File: src/rtl/mem_stage_lsu_if.sv
// Data-memory bus between the LSU (master) and data memory (slave):
// registered request side, single-cycle ack with read data.
interface mem_stage_lsu_if #(
  parameter int ADDR_W = 32
);
  logic              mem_req;
  logic              mem_we;
  logic [ADDR_W-1:0] mem_addr;
  logic [3:0]        mem_be;
  logic [31:0]       mem_wdata;
  logic              mem_ack;
  logic [31:0]       mem_rdata;

  modport master (
    output mem_req, mem_we, mem_addr, mem_be, mem_wdata,
    input  mem_ack, mem_rdata
  );

  modport slave (
    input  mem_req, mem_we, mem_addr, mem_be, mem_wdata,
    output mem_ack, mem_rdata
  );
endinterface

File: src/rtl/mem_stage_lsu.sv
// Registered load/store unit between EX/MEM and MEM/WB. Issues byte/half/word
// accesses on a req/ack bus, stalls upstream while busy, and reports
// misaligned, illegal-size and bus-timeout exceptions.
module mem_stage_lsu #(
  parameter int ADDR_W      = 32,
  parameter int RD_W        = 5,
  parameter int TIMEOUT_CYC = 64
) (
  input  logic              clk,
  input  logic              rst_n,
  input  logic              in_valid,
  input  logic              in_memread,
  input  logic              in_memwrite,
  input  logic [2:0]        in_funct3,
  input  logic [ADDR_W-1:0] in_addr,
  input  logic [31:0]       in_wdata,
  input  logic [RD_W-1:0]   in_rd,
  input  logic              in_regwrite,
  input  logic [1:0]        in_resultsrc,
  input  logic [ADDR_W-1:0] in_pcplus4,
  output logic              stall_o,
  mem_stage_lsu_if.master   bus,
  output logic              out_valid,
  output logic [ADDR_W-1:0] out_aluresult,
  output logic [31:0]       out_readdata,
  output logic [RD_W-1:0]   out_rd,
  output logic              out_regwrite,
  output logic [1:0]        out_resultsrc,
  output logic [ADDR_W-1:0] out_pcplus4,
  output logic              exc_o,
  output logic [1:0]        exc_cause
);

  localparam int CNT_W = $clog2(TIMEOUT_CYC);

  typedef enum logic {S_IDLE, S_BUSY} state_t;

  state_t             state, state_d;
  logic [CNT_W-1:0]   cnt;
  logic               memop, sz_ok, align_ok;
  logic [1:0]         cause;
  logic [3:0]         be_d;
  logic [31:0]        wdata_d;
  logic               accept, ack_done, tmo, stall;
  logic               tmo_hit;
  logic [31:0]        lane, ld_data;

  logic               cap_load;
  logic [2:0]         cap_f3;
  logic [1:0]         cap_off;
  logic [ADDR_W-1:0]  cap_addr;
  logic [RD_W-1:0]    cap_rd;
  logic               cap_regwrite;
  logic [1:0]         cap_resultsrc;
  logic [ADDR_W-1:0]  cap_pc;

  // Decode the incoming entry: legality, alignment, byte enables, store lanes.
  always_comb begin
    memop = in_valid & (in_memread | in_memwrite);
    sz_ok = 1'b0;
    if (in_memread && !in_memwrite)
      sz_ok = in_funct3 inside {3'b000, 3'b001, 3'b010, 3'b100, 3'b101};
    else if (in_memwrite && !in_memread)
      sz_ok = in_funct3 inside {3'b000, 3'b001, 3'b010};
    case (in_funct3[1:0])
      2'b01:   align_ok = ~in_addr[0];
      2'b10:   align_ok = (in_addr[1:0] == 2'b00);
      default: align_ok = 1'b1;
    endcase
    if (!memop)        cause = 2'b00;
    else if (!sz_ok)   cause = 2'b10;
    else if (!align_ok) cause = 2'b01;
    else               cause = 2'b00;
    case (in_funct3[1:0])
      2'b00: begin
        be_d    = 4'b0001 << in_addr[1:0];
        wdata_d = {4{in_wdata[7:0]}};
      end
      2'b01: begin
        be_d    = 4'b0011 << in_addr[1:0];
        wdata_d = {2{in_wdata[15:0]}};
      end
      default: begin
        be_d    = 4'b1111;
        wdata_d = in_wdata;
      end
    endcase
  end

  // Select the addressed lane of the returned word and extend it.
  always_comb begin
    lane = bus.mem_rdata >> {cap_off, 3'b000};
    case (cap_f3)
      3'b000:  ld_data = {{24{lane[7]}}, lane[7:0]};
      3'b001:  ld_data = {{16{lane[15]}}, lane[15:0]};
      3'b100:  ld_data = {24'b0, lane[7:0]};
      3'b101:  ld_data = {16'b0, lane[15:0]};
      default: ld_data = bus.mem_rdata;
    endcase
  end

  assign tmo_hit = (cnt == CNT_W'(TIMEOUT_CYC - 1));

  // Next-state and handshake decisions; stall is forced low while in reset.
  always_comb begin
    state_d  = state;
    accept   = 1'b0;
    ack_done = 1'b0;
    tmo      = 1'b0;
    stall    = 1'b0;
    case (state)
      S_IDLE: begin
        if (memop && cause == 2'b00) begin
          accept  = 1'b1;
          stall   = 1'b1;
          state_d = S_BUSY;
        end
      end
      S_BUSY: begin
        if (bus.mem_ack) begin
          ack_done = 1'b1;
          state_d  = S_IDLE;
        end else if (tmo_hit) begin
          tmo     = 1'b1;
          state_d = S_IDLE;
        end else begin
          stall = 1'b1;
        end
      end
      default: state_d = S_IDLE;
    endcase
    stall_o = stall & rst_n;
  end

  // State register and wait-cycle counter.
  always_ff @(posedge clk or negedge rst_n) begin
    if (!rst_n) begin
      state <= S_IDLE;
      cnt   <= '0;
    end else begin
      state <= state_d;
      if (state == S_BUSY && !ack_done && !tmo) cnt <= cnt + 1'b1;
      else                                      cnt <= '0;
    end
  end

  // Bus request registers and captured sideband of the outstanding access.
  always_ff @(posedge clk or negedge rst_n) begin
    if (!rst_n) begin
      bus.mem_req   <= 1'b0;
      bus.mem_we    <= 1'b0;
      bus.mem_addr  <= '0;
      bus.mem_be    <= '0;
      bus.mem_wdata <= '0;
      cap_load      <= 1'b0;
      cap_f3        <= '0;
      cap_off       <= '0;
      cap_addr      <= '0;
      cap_rd        <= '0;
      cap_regwrite  <= 1'b0;
      cap_resultsrc <= '0;
      cap_pc        <= '0;
    end else if (accept) begin
      bus.mem_req   <= 1'b1;
      bus.mem_we    <= in_memwrite;
      bus.mem_addr  <= {in_addr[ADDR_W-1:2], 2'b00};
      bus.mem_be    <= be_d;
      bus.mem_wdata <= wdata_d;
      cap_load      <= in_memread;
      cap_f3        <= in_funct3;
      cap_off       <= in_addr[1:0];
      cap_addr      <= in_addr;
      cap_rd        <= in_rd;
      cap_regwrite  <= in_regwrite;
      cap_resultsrc <= in_resultsrc;
      cap_pc        <= in_pcplus4;
    end else if (ack_done || tmo) begin
      bus.mem_req <= 1'b0;
      bus.mem_we  <= 1'b0;
    end
  end

  // MEM/WB register: direct entries retire from IDLE, bus accesses on ack/timeout.
  always_ff @(posedge clk or negedge rst_n) begin
    if (!rst_n) begin
      out_valid     <= 1'b0;
      out_aluresult <= '0;
      out_readdata  <= '0;
      out_rd        <= '0;
      out_regwrite  <= 1'b0;
      out_resultsrc <= '0;
      out_pcplus4   <= '0;
      exc_o         <= 1'b0;
      exc_cause     <= '0;
    end else begin
      out_valid    <= 1'b0;
      out_regwrite <= 1'b0;
      out_readdata <= '0;
      exc_o        <= 1'b0;
      exc_cause    <= '0;
      if (state == S_IDLE && in_valid && !accept) begin
        out_valid     <= 1'b1;
        out_aluresult <= in_addr;
        out_rd        <= in_rd;
        out_resultsrc <= in_resultsrc;
        out_pcplus4   <= in_pcplus4;
        out_regwrite  <= in_regwrite & (cause == 2'b00);
        exc_o         <= (cause != 2'b00);
        exc_cause     <= cause;
      end else if (ack_done || tmo) begin
        out_valid     <= 1'b1;
        out_aluresult <= cap_addr;
        out_rd        <= cap_rd;
        out_resultsrc <= cap_resultsrc;
        out_pcplus4   <= cap_pc;
        out_regwrite  <= cap_regwrite & ack_done;
        out_readdata  <= (ack_done && cap_load) ? ld_data : '0;
        exc_o         <= tmo;
        exc_cause     <= tmo ? 2'b11 : 2'b00;
      end
    end
  end

endmodule

File: src/flat_wrapper.sv
// flat-port wrapper written by rule: the top's interface ports become plain ports
module mem_stage_lsu_flat 
#(
  parameter int ADDR_W      = 32,
  parameter int RD_W        = 5,
  parameter int TIMEOUT_CYC = 64
)
  (clk, rst_n, in_valid, in_memread, in_memwrite, in_funct3, in_addr, in_wdata, in_rd, in_regwrite, in_resultsrc, in_pcplus4, stall_o, out_valid, out_aluresult, out_readdata, out_rd, out_regwrite, out_resultsrc, out_pcplus4, exc_o, exc_cause, bus_mem_req, bus_mem_we, bus_mem_addr, bus_mem_be, bus_mem_wdata, bus_mem_ack, bus_mem_rdata);
  mem_stage_lsu_if #(.ADDR_W(ADDR_W)) bus_i ();
  input  logic clk;
  input  logic rst_n;
  input  logic in_valid;
  input  logic in_memread;
  input  logic in_memwrite;
  input  logic [2:0] in_funct3;
  input  logic [ADDR_W-1:0] in_addr;
  input  logic [31:0] in_wdata;
  input  logic [RD_W-1:0] in_rd;
  input  logic in_regwrite;
  input  logic [1:0] in_resultsrc;
  input  logic [ADDR_W-1:0] in_pcplus4;
  output logic stall_o;
  output logic out_valid;
  output logic [ADDR_W-1:0] out_aluresult;
  output logic [31:0] out_readdata;
  output logic [RD_W-1:0] out_rd;
  output logic out_regwrite;
  output logic [1:0] out_resultsrc;
  output logic [ADDR_W-1:0] out_pcplus4;
  output logic exc_o;
  output logic [1:0] exc_cause;
  output wire logic [$bits(bus_i.mem_req)-1:0] bus_mem_req;
  output wire logic [$bits(bus_i.mem_we)-1:0] bus_mem_we;
  output wire logic [$bits(bus_i.mem_addr)-1:0] bus_mem_addr;
  output wire logic [$bits(bus_i.mem_be)-1:0] bus_mem_be;
  output wire logic [$bits(bus_i.mem_wdata)-1:0] bus_mem_wdata;
  input wire logic [$bits(bus_i.mem_ack)-1:0] bus_mem_ack;
  input wire logic [$bits(bus_i.mem_rdata)-1:0] bus_mem_rdata;
  assign bus_mem_req = bus_i.mem_req;
  assign bus_mem_we = bus_i.mem_we;
  assign bus_mem_addr = bus_i.mem_addr;
  assign bus_mem_be = bus_i.mem_be;
  assign bus_mem_wdata = bus_i.mem_wdata;
  assign bus_i.mem_ack = bus_mem_ack;
  assign bus_i.mem_rdata = bus_mem_rdata;
  mem_stage_lsu #(.ADDR_W(ADDR_W), .RD_W(RD_W), .TIMEOUT_CYC(TIMEOUT_CYC)) u_core (.clk(clk), .rst_n(rst_n), .in_valid(in_valid), .in_memread(in_memread), .in_memwrite(in_memwrite), .in_funct3(in_funct3), .in_addr(in_addr), .in_wdata(in_wdata), .in_rd(in_rd), .in_regwrite(in_regwrite), .in_resultsrc(in_resultsrc), .in_pcplus4(in_pcplus4), .stall_o(stall_o), .bus(bus_i), .out_valid(out_valid), .out_aluresult(out_aluresult), .out_readdata(out_readdata), .out_rd(out_rd), .out_regwrite(out_regwrite), .out_resultsrc(out_resultsrc), .out_pcplus4(out_pcplus4), .exc_o(exc_o), .exc_cause(exc_cause));
endmodule
File: config.mk
export PLATFORM = sky130hd
export DESIGN_NAME = mem_stage_lsu_flat
export DESIGN_NICKNAME = d
export VERILOG_FILES = /design/src/rtl/mem_stage_lsu_if.sv /design/src/rtl/mem_stage_lsu.sv /design/src/flat_wrapper.sv
export SDC_FILE = /design/constraint.sdc
export NUM_CORES = 1
export LEC_CHECK = 0
export BUFFER_PORTS_ARGS = -buffer_cell sky130_fd_sc_hd__buf_4
export CAP_MARGIN = 30
export CORE_MARGIN = 5
export CORE_UTILIZATION = 47
export DETAILED_ROUTE_END_ITERATION = 10
export PLACE_DENSITY_LB_ADDON = 0.08
export SETUP_SLACK_MARGIN = 0.15
export SLEW_MARGIN = 20
export SYNTH_ARGS = -nofsm -noshare
export SYNTH_HDL_FRONTEND = slang
export SYNTH_SLANG_ARGS = --single-unit
export TNS_END_PERCENT = 5
File: constraint.sdc
create_clock -name clk -period 2.5 [get_ports clk]
set_input_delay 0.375 -clock clk [delete_from_list [all_inputs] [get_ports clk]]
set_output_delay 0.375 -clock clk [all_outputs]
set_load 0.01 [all_outputs]
==> results of run 1 <==
[timing repair]
| item | 4_1_cts | 5_1_grt |
|---|---|---|
| resized for setup | 2 | 5 |
| setup endpoints to repair | 1 | 1 |
| cloned | 0 | 0 |
| hold endpoints to repair | 102 | 0 |
| hold buffers | 1 | 0 |
| buffers inserted | 2 | 3 |
| pin swaps | 2 | 4 |
[layout make-up]
class                      instances  area [um2]
clock buffer                      35       703.2
timing repair buffer             371        2918
tap                              319       399.1
sequential                       229        5732
clock inverter                    10       137.6
inverter                          20       83.83
fill                            1869        8558
multi-input combinational        612        4661
[worst max-delay path: stages]
cell and delay [ns]:
buf_8 0.10, clkinvlp_4 0.09, ha_4 0.13, or3b_4 0.37, and3_4 0.17, or3_4 0.41, a21boi_4 0.20, buf_6 0.12
[power groups by stage]
stage	sequential, uW	combinational (uW)	clock, uW
after floorplan	5320	2050	0
after global placement	5240	3740	0
after detailed placement	5250	3820	0
after CTS	5210	3820	3860
after global routing	5320	4120	3990
final	5210	3800	3770
[synth_stat cells (2+ instances only)]
| cell type | n | area (um2) |
|---|---|---|
| dfrtp_1 | 229 | 5731 |
| o21ai_0 | 92 | 460.4 |
| mux2_2 | 79 | 889.6 |
| nand3_1 | 77 | 385.4 |
| clkbuf_1 | 73 | 274.0 |
| o211ai_1 | 63 | 473.0 |
| a31oi_1 | 50 | 312.8 |
| a211oi_1 | 41 | 307.8 |
| buf_4 | 33 | 247.7 |
| a21oi_1 | 32 | 160.2 |
| mux2i_1 | 27 | 270.3 |
| mux2_4 | 25 | 375.4 |
| nor2_1 | 22 | 82.58 |
| inv_1 | 20 | 75.07 |
| a31o_2 | 17 | 148.9 |
| nand2_1 | 15 | 56.30 |
| buf_2 | 14 | 70.07 |
| a21o_1 | 9 | 67.56 |
| a22o_1 | 8 | 70.07 |
| a22oi_1 | 7 | 52.55 |
| o2bb2ai_1 | 7 | 61.31 |
| ha_1 | 5 | 62.56 |
| o22ai_1 | 5 | 31.28 |
| buf_1 | 4 | 15.01 |
| buf_6 | 4 | 45.04 |
| nor2b_1 | 3 | 18.77 |
| xnor2_1 | 3 | 26.28 |
| and3_1 | 2 | 12.51 |
| mux4_2 | 2 | 45.04 |
| nand2b_1 | 2 | 12.51 |
| o21ai_1 | 2 | 10.01 |
| xor2_1 | 2 | 17.52 |
[flip-flops by register name, summed over array words and instances, names as in the netlist, 2 cells and up]
| signal | count |
|---|---|
| u_core.cnt | 6 |
| u_core.cap_addr | 32 |
| u_core.out_rd | 5 |
| u_core.out_readdata | 32 |
| u_core.bus.mem_be | 4 |
| u_core.cap_pc | 32 |
| u_core.cap_f3 | 3 |
| u_core.exc_cause | 2 |
| u_core.out_pcplus4 | 32 |
| u_core.bus.mem_wdata | 32 |
| u_core.cap_rd | 5 |
| u_core.cap_resultsrc | 2 |
| u_core.out_aluresult | 32 |
| u_core.out_resultsrc | 2 |
[through the flow]
stage | power, uW | TNS [ns] | setup WS, ns | hold slack, ns | std cells
2_1_floorplan | 7367 | 0 | 0.07767 | 0.07941 | 989
3_3_place_gp | 8979 | -2.055 | -0.06891 | 0.4510 | 1544
3_5_place_dp | 9068 | 0 | 0.01318 | 0.4534 | 1545
4_1_cts | 12890 | 0 | 0.1631 | 0.05489 | 1593
5_1_grt | 13430 | 0 | 0.1359 | 0.06814 | 1596
6_report | 12780 | 0 | 0.1476 | 0.08325 | 1596
[per-layer routing]
layer / global-route usage [%] / part of all wire (%) / up-vias
li1: - / - / 4173
met1: 33.35 / 42 / 4535
met2: 39.00 / 48 / 370
met3: 5.821 / 7.8 / 48
met4: 6.252 / 2.4 / 0
met5: 0 / 0 / -
[logic make-up (layout without fill, tap and decap cells)]
logic type      after synthesis  after routing  synth area share, %
compound gates              339            339                20.11
buf+inv                     148            436                6.627
mux                         133            133                14.41
flops                       229            229                52.24
simple gates                128            128                5.612
xor+xnor                      5              5               0.3993
other cells                   1              2              0.03419
fa+ha+maj                     5              5               0.5703
[path summary, 6_finish.rpt]
kind	to	slack, ns	depth (start not counted)
min in group asynchronous	u_core.cap_f3[1]	0.56	3
max in group asynchronous	u_core.cap_rd[4]	1.37	3
setup reg to reg	u_core.out_readdata[30]	0.37	6
hold / removal	u_core.bus.mem_we	0.08	2
setup / recovery	stall_o	0.15	8
hold reg to reg	u_core.cnt[0]	0.47	1
==> reports/metrics.sh, run 1 <==
ROUTE.DETAILED.VIAS_PER_INST=5.718
CTS-ROOT-TO-SINK-BUFFERS=3
TIMING.CRITICAL_PATH.TO_TYPE='output port'
CELLLEAKAGEPOWER_uW=0.006718
POWER_SWITCHING_uW=3892
GLOBALROUTETOTALUTIL_PCT=24.28
CLOCK_SKEW_NS=0.01548
COMBINATIONAL_SHARE_OF_POWER_PCT=29.7
ANT_NETS=0
COMMONEST_CELLS_AFTER_ROUTING_FILL_AND_TAPS_ASIDE='buf_4, dfrtp_1, o21ai_0'
RELSLEWSLACK_PCT=50.50
RSZ_0062_RAISED_AFTER_GLOBAL_ROUTING='true'
PLACE.GP.CONGESTION=0.8409
SW_FRAC_OF_TOTAL_PCT=30.46
TIMING_WORST_SETUP_PATH_TYPE='input pin to output port'
HOLD_VIOLATIONS=0
SYN_AVG_CELL_AREA_UM2=11.10
WORST_SLEW_PIN_TRAN_NS=0.7426
PATH_CLK_SLEW_NS=0.06
SYNTHTOLAYOUTAREAGROWTH_PCT=33.41
MIN_PERIOD_OVER_PERIOD_PCT=94.10
SYN_AREA_UM2=10970
MAXCAPVIOLATIONS=0
DIE_Y_UM=162.8
YS_SEQ_AREA_SHARE_PCT=52.24
POST_SYNTH_EDFFS=0
STATUS='completed'
CRIT_ARRIVAL_NS=1.98
GRT_MAX_DEGREE=128
IO_PINS=324
SETUP.WORST_PATH.START='in_funct3[0]'
DIODES=0
IRDROPWORSTVDD_mV=0.6829
SYNTH_CELL_TYPE_COUNT=46
LAYOUT.CELLS.MOST_COMMON='buf_4'
CLOCK_SINK_COUNT=229
SHARE_CLK_OF_TOTAL_POWER_PCT=29.5
CTS_ROOT_BUFFER='clkbuf_16'
TRITONCTS='done'
POSTSYNTHREGISTERBITS=229
CORE_AREA_UM2=23190
LAYOUT.CORE_UTILIZATION_PCT=63.10
P_SEQ_SHARE_PCT=40.8
HOLD_PATH_CLASS='input pin to flip-flop'
NUM_VIAS=9126
FINAL_DESIGN_AREA_NO_FILL_UM2=14630
PWR_DENSITY_CELL_nW_PER_UM2=873.2
ASYNC_FLOP_SHARE_PCT=100.0
PLACED_AREA_UM2=13720
WORST_R2R_STARTPOINT='u_core.cap_addr[0]'
GRT_PASS1_VIAS=9344
FINALSETUPVIOLATIONS=0
DRV_SLEW=0
HOLD_PATH_STARTPOINT='in_memread'
FINAL_NET_COUNT=1409
WORST-ENDPOINT-REQUIRED_NS=2.12
CP_LAUNCH_TYPE='input pin'
ROW_COUNT=56
INITIAL_CORE_UTIL_PCT=47.30
CLK_LATENCY_NS=0.52
FIN_CRIT_NS=2.352
FMAX_MHz=425.1
DIE_AREA_UM2=26490
HTREEDEPTH=1
IO_BUFFERS=321
GRT_OVERFLOW=0
SYNTH_TOP_FLOP_CELL='dfrtp_1'
CRIT_PATH_MAX_FANOUT=3
DETAILED_PLACE_HPWL_UM=21990
SYNTH.YOSYS.WARNINGS=0
FINALWIRELENGTH_UM=33360
DRC=0
SYNTH_CELLS=988
CTS_BUFFERS=25
DRIVE_GT1_SHARE_PCT=43.38
POWER.INTERNAL_uW=8886
DIEWIDTH_UM=162.8
GLOBAL_ROUTE_WIRE_LENGTH_BEFORE_REPAIR_UM=52260
ANTENNA_VIOLATIONS_BEFORE_REPAIR=0
ROUTED_WIRE_LENGTH_PER_INSTANCE_UM=20.90
DRT_FIRST_PASS_ITERS=7
DRT_ITER0_DRC=654
No activity file was read; power rests on OpenSTA's default activity.
==> run 2: changes to the inputs <==
--- a/config.mk
+++ b/config.mk
@@ -7,7 +7,7 @@
 export LEC_CHECK = 0
 export BUFFER_PORTS_ARGS = -buffer_cell sky130_fd_sc_hd__buf_4
 export CAP_MARGIN = 30
-export CORE_MARGIN = 5
+export CORE_MARGIN = 2
 export CORE_UTILIZATION = 47
 export DETAILED_ROUTE_END_ITERATION = 10
 export PLACE_DENSITY_LB_ADDON = 0.08
==> constraint.sdc (replaced) <==
create_clock -name clk -period 2.06 [get_ports clk]
set_input_delay 0.309 -clock clk [delete_from_list [all_inputs] [get_ports clk]]
set_output_delay 0.309 -clock clk [all_outputs]
set_load 0.01 [all_outputs]
==> reports/metrics.sh, run 2 (synthesis results as in run 1) <==
STATUS='finished with violations'
VIOLATIONS='setup timing'
MINIMUM_SETUP_SLACK_IN_THE_FINAL_DESIGN_NS=-0.1041
HOLD_PATH_CLASS='input pin to flip-flop'
NUM_VIAS=9310
FINAL_NET_COUNT=1434
FINAL_CELL_COUNT_NO_FILL=1613
TRITONCTS='done'
FINALWIRELENGTH_UM=32830
CRIT_ARRIVAL_NS=1.86
IO_PINS=324
DIODES=0
CTS_BUFFERS=26
CTS-ROOT-TO-SINK-BUFFERS=3
PATH_CLK_SLEW_NS=0.06
MULTI_INPUT_COMB_AREA_UM2=4843
ROW_COUNT=55
PLACED_CELLS=1558
GLOBALROUTETOTALUTIL_PCT=26.29
DRC=0
MIN_PERIOD_OVER_PERIOD_PCT=105.1
CLK_LATENCY_NS=0.52
GLOBAL_ROUTE_WIRE_LENGTH_BEFORE_REPAIR_UM=51320
HTREEDEPTH=1
COMMONEST_CELLS_AFTER_ROUTING_FILL_AND_TAPS_ASIDE='buf_4, dfrtp_1, mux2_2'
CLOCK_SKEW_NS=0.008167
SYNTHTOLAYOUTAREAGROWTH_PCT=37.21
ROUTE.DETAILED.VIAS_PER_INST=5.772
MAXCAPVIOLATIONS=0
LAYOUT.CORE_UTILIZATION_PCT=66.08
HOLD_VIOLATIONS=0
RELSLEWSLACK_PCT=56.71
FINALSETUPVIOLATIONS=1
DIE_AREA_UM2=24580
WORST-ENDPOINT-REQUIRED_NS=1.75
DRT_FIRST_PASS_ITERS=5
CLOCK_SINK_COUNT=229
DIEWIDTH_UM=156.8
CP_LAUNCH_TYPE='input pin'
IO_BUFFERS=321
FIN_CRIT_NS=2.164
ANTENNA_VIOLATIONS_BEFORE_REPAIR=0
PRE_CTS_SLACK_NS=-0.3252
ROUTED_WIRE_LENGTH_PER_INSTANCE_UM=20.35
IRDROPWORSTVDD_mV=0.6992
SEQUENTIAL_CELL_AREA_UM2=5733
SW_FRAC_OF_TOTAL_PCT=30.68
INITIAL_CORE_UTIL_PCT=48.16
FMAX_MHz=462.1
COMBINATIONAL_SHARE_OF_POWER_PCT=30.6
DRIVE_GT1_SHARE_PCT=44.69
POWER.INTERNAL_uW=10780
SHARE_CLK_OF_TOTAL_POWER_PCT=28.5
DETAILED_PLACE_HPWL_UM=21450
P_SEQ_SHARE_PCT=40.9
PLACED_AREA_UM2=13930
GRT_MAX_DEGREE=122
DIE_Y_UM=156.8
RSZ_0062_RAISED_AFTER_GLOBAL_ROUTING='true'
PWR_DENSITY_CELL_nW_PER_UM2=1033
CTS_ROOT_BUFFER='clkbuf_16'
LAYOUT.CELLS.MOST_COMMON='buf_4'
FINAL_DESIGN_AREA_NO_FILL_UM2=15050
ANT_NETS=0
PLACE.GP.CONGESTION=0.7654
CRIT_PATH_MAX_FANOUT=4
POWER_SWITCHING_uW=4770
TIMING_WORST_SETUP_PATH_TYPE='input pin to output port'
TIMING.CRITICAL_PATH.TO_TYPE='output port'
GRT_PASS1_VIAS=9251
DRV_SLEW=0
WORST_SLEW_PIN_TRAN_NS=0.6493
CORE_AREA_UM2=22780
GRT_OVERFLOW=0
NUM-FILL-CELLS=1787
DRT_ITER0_DRC=697
CELLLEAKAGEPOWER_uW=0.006941
[run 2: final cells by class]
type	count	share of cell area (%)
timing repair buffer	395	21.17
clock buffer	37	5.005
clock inverter	7	0.3990
multi-input combinational	612	32.18
tap	313	2.602
inverter	20	0.5570
sequential	229	38.09
[run 2: through the flow]
step / hold slack [ns] / TNS (ns) / total power, uW
after floorplan: 0.01341 / -10.94 / 8941
after global placement: 0.1758 / -33.40 / 10970
after detailed placement: 0.1777 / -38.11 / 11070
after CTS: 0.01542 / -0.1213 / 15590
after global routing: 0.01471 / -0.3269 / 16350
final: 0.03023 / -0.1041 / 15550
[run 2: path summary, 6_finish.rpt]
check	from	endpoint	slack, ns	cells past startpoint
max in group asynchronous	rst_n	u_core.cap_pc[1]	1.03	3
worst min-delay path	in_pcplus4[20]	u_core.cap_pc[20]	0.03	2
min in group asynchronous	rst_n	u_core.out_readdata[22]	0.36	3
worst max-delay path	in_funct3[0]	stall_o	-0.10	8
worst max register to register	u_core.cap_addr[0]	u_core.out_readdata[22]	0.15	5
worst min register to register	u_core.bus.mem_wdata[2]	u_core.bus.mem_wdata[2]	0.51	1
[run 2: timing repair]
action	4_1_cts	5_1_grt
endpoints found under the setup margin	17	145
hold buffers	2	0
endpoints found under the hold margin	27	0
setup buffers	4	5
pin swaps	3	9
resized for setup	16	52
[run 2: power groups by stage]
stage,sequential (uW),clock (uW),combinational (uW)
after floorplan,6450,0,2490
after global placement,6380,0,4590
after detailed placement,6380,0,4690
after CTS,6340,4510,4730
after global routing,6490,4720,5140
final,6360,4430,4760
[run 2: worst max-delay path, stage by stage]
cell        delay (ns)
buf_8             0.10
clkinvlp_4        0.09
ha_4              0.13
or3b_4            0.37
and3_4            0.16
or3_4             0.41
a21boi_4          0.16
buf_6             0.12
[run 2: routing by layer]
metal / up-vias / global-route usage, % / part of all wire, %
met4: 0 / 7.121 / 2.1
met2: 369 / 42.98 / 48
li1: 4249 / - / -
met3: 45 / 4.985 / 7.5
met1: 4647 / 35.99 / 42
met5: - / 0 / 0
